[src/rtl/silly_meter_pkg.sv]
// Shared constants and FSM state type for the rising-edge meter.
package silly_meter_pkg;

  localparam int NUM_LANES = 8;
  localparam int CNT_W_DEF = 16;
  localparam int WIN_W_DEF = 12;
  localparam int SEL_W     = $clog2(NUM_LANES);

  typedef enum logic [1:0] {
    IDLE    = 2'd0,
    MEASURE = 2'd1,
    DONE    = 2'd2
  } state_t;

endpackage

[src/rtl/silly_edge_lane.sv]
// One lane: rising-edge detect, saturating live counter with sticky overflow,
// and the result register that holds the last completed measurement.
module silly_edge_lane #(
  parameter int CNT_W = 16
) (
  input  logic             clk,
  input  logic             rst_n,
  input  logic             i_sig,
  input  logic             i_clear,
  input  logic             i_enable,
  input  logic             i_capture,
  output logic [CNT_W-1:0] o_res,
  output logic             o_res_ovf
);

  logic             r_prev;
  logic [CNT_W-1:0] r_cnt;
  logic             r_ovf;
  logic [CNT_W-1:0] r_res;
  logic             r_res_ovf;
  logic             w_rise;
  logic             w_sat;

  assign w_rise = i_sig & ~r_prev;
  assign w_sat  = (r_cnt == '1);

  always_ff @(posedge clk) begin
    if (!rst_n) begin
      r_prev    <= 1'b0;
      r_cnt     <= '0;
      r_ovf     <= 1'b0;
      r_res     <= '0;
      r_res_ovf <= 1'b0;
    end else begin
      r_prev <= i_sig;
      if (i_clear) begin
        r_cnt <= '0;
        r_ovf <= 1'b0;
      end else if (i_enable && w_rise) begin
        if (w_sat) r_ovf <= 1'b1;
        else       r_cnt <= r_cnt + CNT_W'(1);
      end
      if (i_capture) begin
        r_res     <= r_cnt;
        r_res_ovf <= r_ovf;
      end
    end
  end

  // Bypass during capture so the readback register sees the fresh result
  // on the same edge that updates r_res.
  assign o_res     = i_capture ? r_cnt : r_res;
  assign o_res_ovf = i_capture ? r_ovf : r_res_ovf;

endmodule

[src/rtl/silly_edge_meter.sv]
// Counts rising edges on each gated lane over a programmable window and
// latches per-lane results for one-lane-at-a-time readback.
module silly_edge_meter
  import silly_meter_pkg::*;
#(
  parameter int CNT_W = CNT_W_DEF,
  parameter int WIN_W = WIN_W_DEF
) (
  input  logic                 clk,
  input  logic                 rst_n,
  input  logic [NUM_LANES-1:0] sig_in,
  input  logic                 start,
  input  logic [WIN_W-1:0]     win_len,
  input  logic [SEL_W-1:0]     lane_sel,
  output logic                 busy,
  output logic                 done,
  output logic [CNT_W-1:0]     count,
  output logic                 ovf
);

  state_t r_state;
  state_t w_state_nxt;
  logic [WIN_W-1:0] r_win;
  logic [WIN_W-1:0] w_win_nxt;
  logic             w_clear;
  logic             w_enable;
  logic             w_capture;

  logic [NUM_LANES-1:0][CNT_W-1:0] w_res;
  logic [NUM_LANES-1:0]            w_res_ovf;
  logic [CNT_W-1:0]                r_count;
  logic                            r_ovf;

  always_ff @(posedge clk) begin
    if (!rst_n) begin
      r_state <= IDLE;
      r_win   <= '0;
    end else begin
      r_state <= w_state_nxt;
      r_win   <= w_win_nxt;
    end
  end

  always_comb begin
    w_state_nxt = r_state;
    w_win_nxt   = r_win;
    w_clear     = 1'b0;
    w_enable    = 1'b0;
    w_capture   = 1'b0;
    case (r_state)
      IDLE: begin
        if (start) begin
          w_clear     = 1'b1;
          w_win_nxt   = win_len;
          w_state_nxt = (win_len == '0) ? DONE : MEASURE;
        end
      end
      MEASURE: begin
        w_enable  = 1'b1;
        w_win_nxt = r_win - WIN_W'(1);
        // The cycle with one remaining is still counted before leaving.
        if (r_win == WIN_W'(1)) w_state_nxt = DONE;
      end
      DONE: begin
        w_capture   = 1'b1;
        w_state_nxt = IDLE;
      end
      default: w_state_nxt = IDLE;
    endcase
  end

  for (genvar g = 0; g < NUM_LANES; g++) begin : g_lane
    silly_edge_lane #(.CNT_W(CNT_W)) u_lane (
      .clk       (clk),
      .rst_n     (rst_n),
      .i_sig     (sig_in[g]),
      .i_clear   (w_clear),
      .i_enable  (w_enable),
      .i_capture (w_capture),
      .o_res     (w_res[g]),
      .o_res_ovf (w_res_ovf[g])
    );
  end

  always_ff @(posedge clk) begin
    if (!rst_n) begin
      r_count <= '0;
      r_ovf   <= 1'b0;
    end else begin
      r_count <= w_res[lane_sel];
      r_ovf   <= w_res_ovf[lane_sel];
    end
  end

  assign busy  = (r_state != IDLE);
  assign done  = (r_state == DONE);
  assign count = r_count;
  assign ovf   = r_ovf;

endmodule

[config.mk]
export PLATFORM = sky130hd
export DESIGN_NAME = silly_edge_meter
export DESIGN_NICKNAME = d
export VERILOG_FILES = /design/src/rtl/silly_meter_pkg.sv /design/src/rtl/silly_edge_lane.sv /design/src/rtl/silly_edge_meter.sv
export SDC_FILE = /design/constraint.sdc
export NUM_CORES = 1
export LEC_CHECK = 0
export CORE_MARGIN = 2
export CORE_UTILIZATION = 40
export CTS_CLUSTER_SIZE = 28
export DETAILED_ROUTE_END_ITERATION = 8
export GPL_ROUTABILITY_DRIVEN = 0
export GPL_TIMING_DRIVEN = 0
export PLACE_DENSITY = 0.55
export SKIP_LAST_GASP = 1
export SLEW_MARGIN = 25
export SYNTH_ARGS = -nofsm -noshare
export SYNTH_HDL_FRONTEND = slang
export SYNTH_SLANG_ARGS = --single-unit
[constraint.sdc]
create_clock -name clk -period 2.45 [get_ports clk]
set_clock_uncertainty 0.15 [all_clocks]
set_input_delay 0.49 -clock clk [delete_from_list [all_inputs] [get_ports clk]]
set_output_delay 0.49 -clock clk [all_outputs]
set_load 0.005 [all_outputs]
Word-level counts from Yosys, hierarchy flattened
Cells that the tools add are included.

Magnitude comparators: 1. Multiplexer cells: 30. Reduce and logical (&&, ||, !) cells: 31. Equality and inequality tests: 13. Bitwise gates (word level): 25. $add $sub $neg: 9.

Operator list (number): two-way mux 16 bit (9); adder 16 x 1 -> 16 bit, second input constant (8); equality test 16 bit, second input constant (8); binary-select mux 16 bit (select 3 bit) (1); AND reduction 2 bit (18); case mux 12 bit (2 select lines) (1); NOT 1 bit (17); two-way mux 1 bit (13); equality test 12 x 1 -> 1 bit, second input constant (1); logical NOT 12 bit (1); two-way mux 12 bit (1); subtractor 12 x 1 -> 12 bit, second input constant (1); AND 1 bit (8); logical AND 1 bit (8); two-way mux 2 bit (3); < comparator 3 x 4 -> 1 bit, second input constant (1); != test 2 bit, second input constant (2); case mux 2 bit (2 select lines) (1); nonzero test 2 bit (2); binary-select mux 1 bit (select 3 bit) (1); equality test 2 x 1 -> 1 bit, second input constant (1); equality test 2 bit, second input constant (1); logical NOT 2 bit (1); OR reduction 2 bit (1).

Flip-flop bits (word level): 311. Input bits: 26. Output and inout port bits: 19. Logic and storage cells: 153.

Logic depth before layout (Yosys ltp)
Word-level depth: 5. Gate-level depth with buffers: 10. Depth with buffers taken out: 7.

Cells and area by module
A second synthesis with hierarchy kept.

Cell total of the unflattened synthesis: 1519. Area, all modules: 15239.6 um2.

By module, submodules not included: silly_edge_lane (times used 8, seq. area each 700.7 um2, area an instance 1614.0 um2, cells each 163); silly_edge_meter (times used 1, seq. area each 620.6 um2, area an instance 2327.2 um2, cells each 215).

Worst setup path before layout
Ideal clock, no wire load.

Path type: flip-flop to flip-flop. From: register r_win[1]. To: register r_win[10]. Stages on the path, launching flop included: 7. Arrival time: 1.914 ns. Clock period less this slack: 2.138 ns. Buffers on the path: 0. Setup time: 0.074 ns. Data required time: 2.226 ns. Setup slack: 0.312 ns. Cells stage by stage: dfxtp_1 -> inv_1 -> ha_1 -> or3b_1 -> or3_4 -> or4_1 -> a31oi_1.

Word-level cells in the longest chain between the ends: 2.

Ends and longest elaborated chain: start: declaration (line silly_edge_meter.sv:23) `logic [WIN_W-1:0] r_win;`; start signal: assignment (line silly_edge_meter.sv:40) `r_win <= w_win_nxt;`; subtractor 12 x 1 -> 12 bit (line silly_edge_meter.sv:60) `w_win_nxt = r_win - WIN_W'(1);`; case mux 12 bit (2 select lines) (line silly_edge_meter.sv:50) `case (r_state)`.

Every way passes these cells. A chain may end at the register's enable or synchronous reset.

Worst setup path after layout
From: register r_state[0]. To: output port done.

Word-level cells in the longest chain between the ends: 1.

Ends and longest elaborated chain: start: declaration (line silly_edge_meter.sv:21) `state_t r_state;`; start signal: assignment (line silly_edge_meter.sv:39) `r_state <= w_state_nxt;`; equality test 2 bit (line silly_edge_meter.sv:96) `assign done = (r_state == DONE);`; end: declaration (line silly_edge_meter.sv:16) `output logic done,`.

Every way passes these cells.

==> metrics.txt <==
Setup Crit Path Kind reg2out; FF+latch count, synth approximately 310; Clk Latency, worst-skew pair roughly 520 ps; WL per Instance around 20 um; via/cell ratio about 5.6; Arrival @ worst endpoint around 1900 ps; Async SR Flop Fraction 0; CP most frequent cell buf_6; Post-Syn Instances roughly 1,500; die area 0.03575 mm2; static leakage around 6.5 nW; post-synthesis xor/xnor area fraction 0.05945; slowest stage delay, CP 330 ps; Top FF cell, synth dfxtp_1; compound-cell area share of the yosys netlist 0.09744; H-Tree Depth 2; Die Ht between 150 and 200 um; Detailed Place HPWL 31.47 mm; Ports 45; CTS tree yes; unique cell type count in the Yosys netlist 65; Non-Filler Instances approximately 2,100; Worst Tran Pin Value about 750 ps; Psw 2.748 mW; hold_buf cts 0; port bufs 43; final setup fails 1; share of cells above drive strength 1 0.1092; mux share of post-synthesis cell area 0.1133; unrepaired setup endpoints after global routing true; failing checks negative setup slack; GRT overflow 0; maximum vdd drop ~0.00046 V; Syn Nets between 1,500 and 2,000; Synth Area in Simple Gates 0.2332; Max-Cap Viols 0; mapped cell area roughly 0.014 mm2; clk sink count ~310; initial antenna violation count 1; CTS root buf clkbuf_16; Slew Viols, Final 0; WHS 331.4 ps; adder-cell area share of the yosys netlist 0.009132; internal power 9.134 mW; Clk pin slew, worst setup/hold paths about 60 ps; Clock Power Share 0.494; vias in the first global route 10,920; GRT Total Usage 0.2349; sequential area share after synthesis 0.4544; largest net degree at the start of global routing 14; startpoint types register; total core area around 0.034 mm2; crit path time final 2497 ps; pwr/cell area between 700 and 800 mW/mm2; WL final between 40 and 50 mm; HP Class reg2reg; fin worst setup slack -47.24 ps; DP Worst Slack -911.3 ps; syn avg cell area between 8 and 9 um2; Max Freq about 400 MHz; Core Rows between 60 and 70; crit-path cells buf_6 > nand2b_1 > buf_6 > buf_8 > buf_12 > clkinvlp_4 > dlygate4sd2_1; final hold vios 0; sequential power share 0.434; synth warn 0; Worst path slowest cell dfxtp_2; Slew HR 0.4961; post-route ant nets 0; clock buffer depth 3; post-synth top area share 0.4544; Fin Setup TNS -47.24 ps; Vias roughly 12,000; synth-to-layout area growth 19.32%; period utilisation layout 1.019; Critical Path RT about 1800 ps; combinational share of power 0.072; dpl cells 2,026; Initial Utilization 0.4076; initial drt markers between 800 and 900; DRC 0; Yosys top cell by area dfxtp_1; CP Max Fanout 10; first-pass GRT wire length roughly 65 mm; DR pass1 iterations 6; CP endpoint kind primary output; die width 189.1 um; EDFF count, synth 0; largest family of logic cells by synthesized area simple AND/OR/NAND/NOR gates; total CTS buffers 36; Sw Ratio 0.2313; Final #Nets between 1,500 and 2,000; ranking of synthesized cells by area dfxtp_1 45%, mux2i_1 11%, nor2_1 8.1%; status finished, violations left
-- cells in the mapped netlist (20+ instances only) --
library cell	n
dfxtp_1	311
nor2_1	297
mux2i_1	154
xnor2_1	78
nand2_1	67
nand3_1	60
clkbuf_1	52
nor3_1	50
a21oi_1	45
o22ai_1	41
nand4_1	37
o21ai_0	31
buf_2	30
and3_1	29
nor4_1	22
a211oi_1	21
inv_1	20
-- power groups by stage --
stage	Combinational, mW	Clock [mW]	Sequential (mW)
floorplan	0.474	0	5.26
detailed placement	0.791	0	5.27
finish	0.852	5.87	5.16
global placement	0.787	0	5.26
global route	0.912	6.20	5.16
CTS	0.814	5.99	5.15
-- logic make-up after synthesis --
logic type / count (synthesis)
xor gates and xnor gates: 93
DFF: 311
and+or+nand+nor: 654
AOI/OAI and AO/OA: 204
buffers and inverters: 108
muxes: 155
adders and majority gates: 10
-- stage by stage --
stage | cell area (um2) | util | total power, mW
finish | 16350 | 0.4863 | 11.88
floorplan | 13700 | - | 5.731
CTS | 16130 | 0.4798 | 11.96
global placement | 14690 | 0.4370 | 6.052
global route | 16350 | 0.4862 | 12.27
detailed placement | 14690 | 0.4371 | 6.057
-- registers in the layout, summed over array words and instances (netlist names) --
signal / count
g_lane.u_lane.r_cnt: 128
g_lane.u_lane.r_res: 128
count: 16
r_win: 12
g_lane.u_lane.r_ovf: 8
g_lane.u_lane.r_prev: 8
g_lane.u_lane.r_res_ovf: 8
r_state: 2
ovf: 1
-- per-layer routing --
metal	track usage	share of wire	up-vias	wire length (um)
met3	0.04078	0.061	88	2574
met4	0.08233	0.034	2	1411
met5	0.01236	0.0014	-	57
met1	0.3260	0.47	5592	19640
li1	-	-	5649	-
met2	0.3666	0.44	373	18390
-- final cells by class --
class	count	area (um2)
Antenna cell	1	2.502
Timing Repair Buffer	56	526.8
Tap cell	448	560.5
Clock buffer	47	1023
Fill cell	3260	17270
Buffer	88	459.2
Inverter	20	78.83
Clock inverter	19	289.0
Sequential cell	311	6228
Multi-Input combinational cell	1116	7179
-- critical path: cells and delay by family, from the launching register on --
| family | cells | cell delay (ps) |
|---|---|---|
| buffers and inverters | 6 | 870 |
| and+or+nand+nor | 1 | 130 |
| DFF | 1 | 330 |
-- final timing paths --
kind | startpoint | endpoint | slack (ps) | cells after the start
worst max-delay path | r_state[0] | done | -50 | 7
worst min register to register | g_lane[0].u_lane.r_ovf | g_lane[0].u_lane.r_ovf | 330 | 2
worst max register to register | r_state[0] | count[12] | 10 | 9
worst min-delay path | g_lane[0].u_lane.r_ovf | g_lane[0].u_lane.r_ovf | 330 | 2
-- what timing repair did --
item	4_1_cts	5_1_grt
pin swaps	0	1
setup buffers	1	12
cloned	0	0
setup endpoints to repair	203	86
resized for setup	37	43
-- layout by cell type, fill, tap and decap left out, types with 17 or more instances in the layout --
master	netlist	final
buf_4	2	19
xnor2_1	78	78
o22ai_1	41	40
nand2_1	67	66
a21oi_1	45	45
inv_1	20	19
o21ai_0	31	31
buf_2	30	19
clkbuf_1	52	43
nor3_1	50	47
a31oi_1	17	17
and3_1	29	29
nor4_1	22	18
nand3_1	60	60
and2_1	19	19
nor2_1	297	295
nand4_1	37	37
clkbuf_16	0	37
a211oi_1	21	21
mux2i_1	154	142
dfxtp_1	311	309
clkdlybuf4s50_1	0	42
No activity file was read; power rests on OpenSTA's default activity.
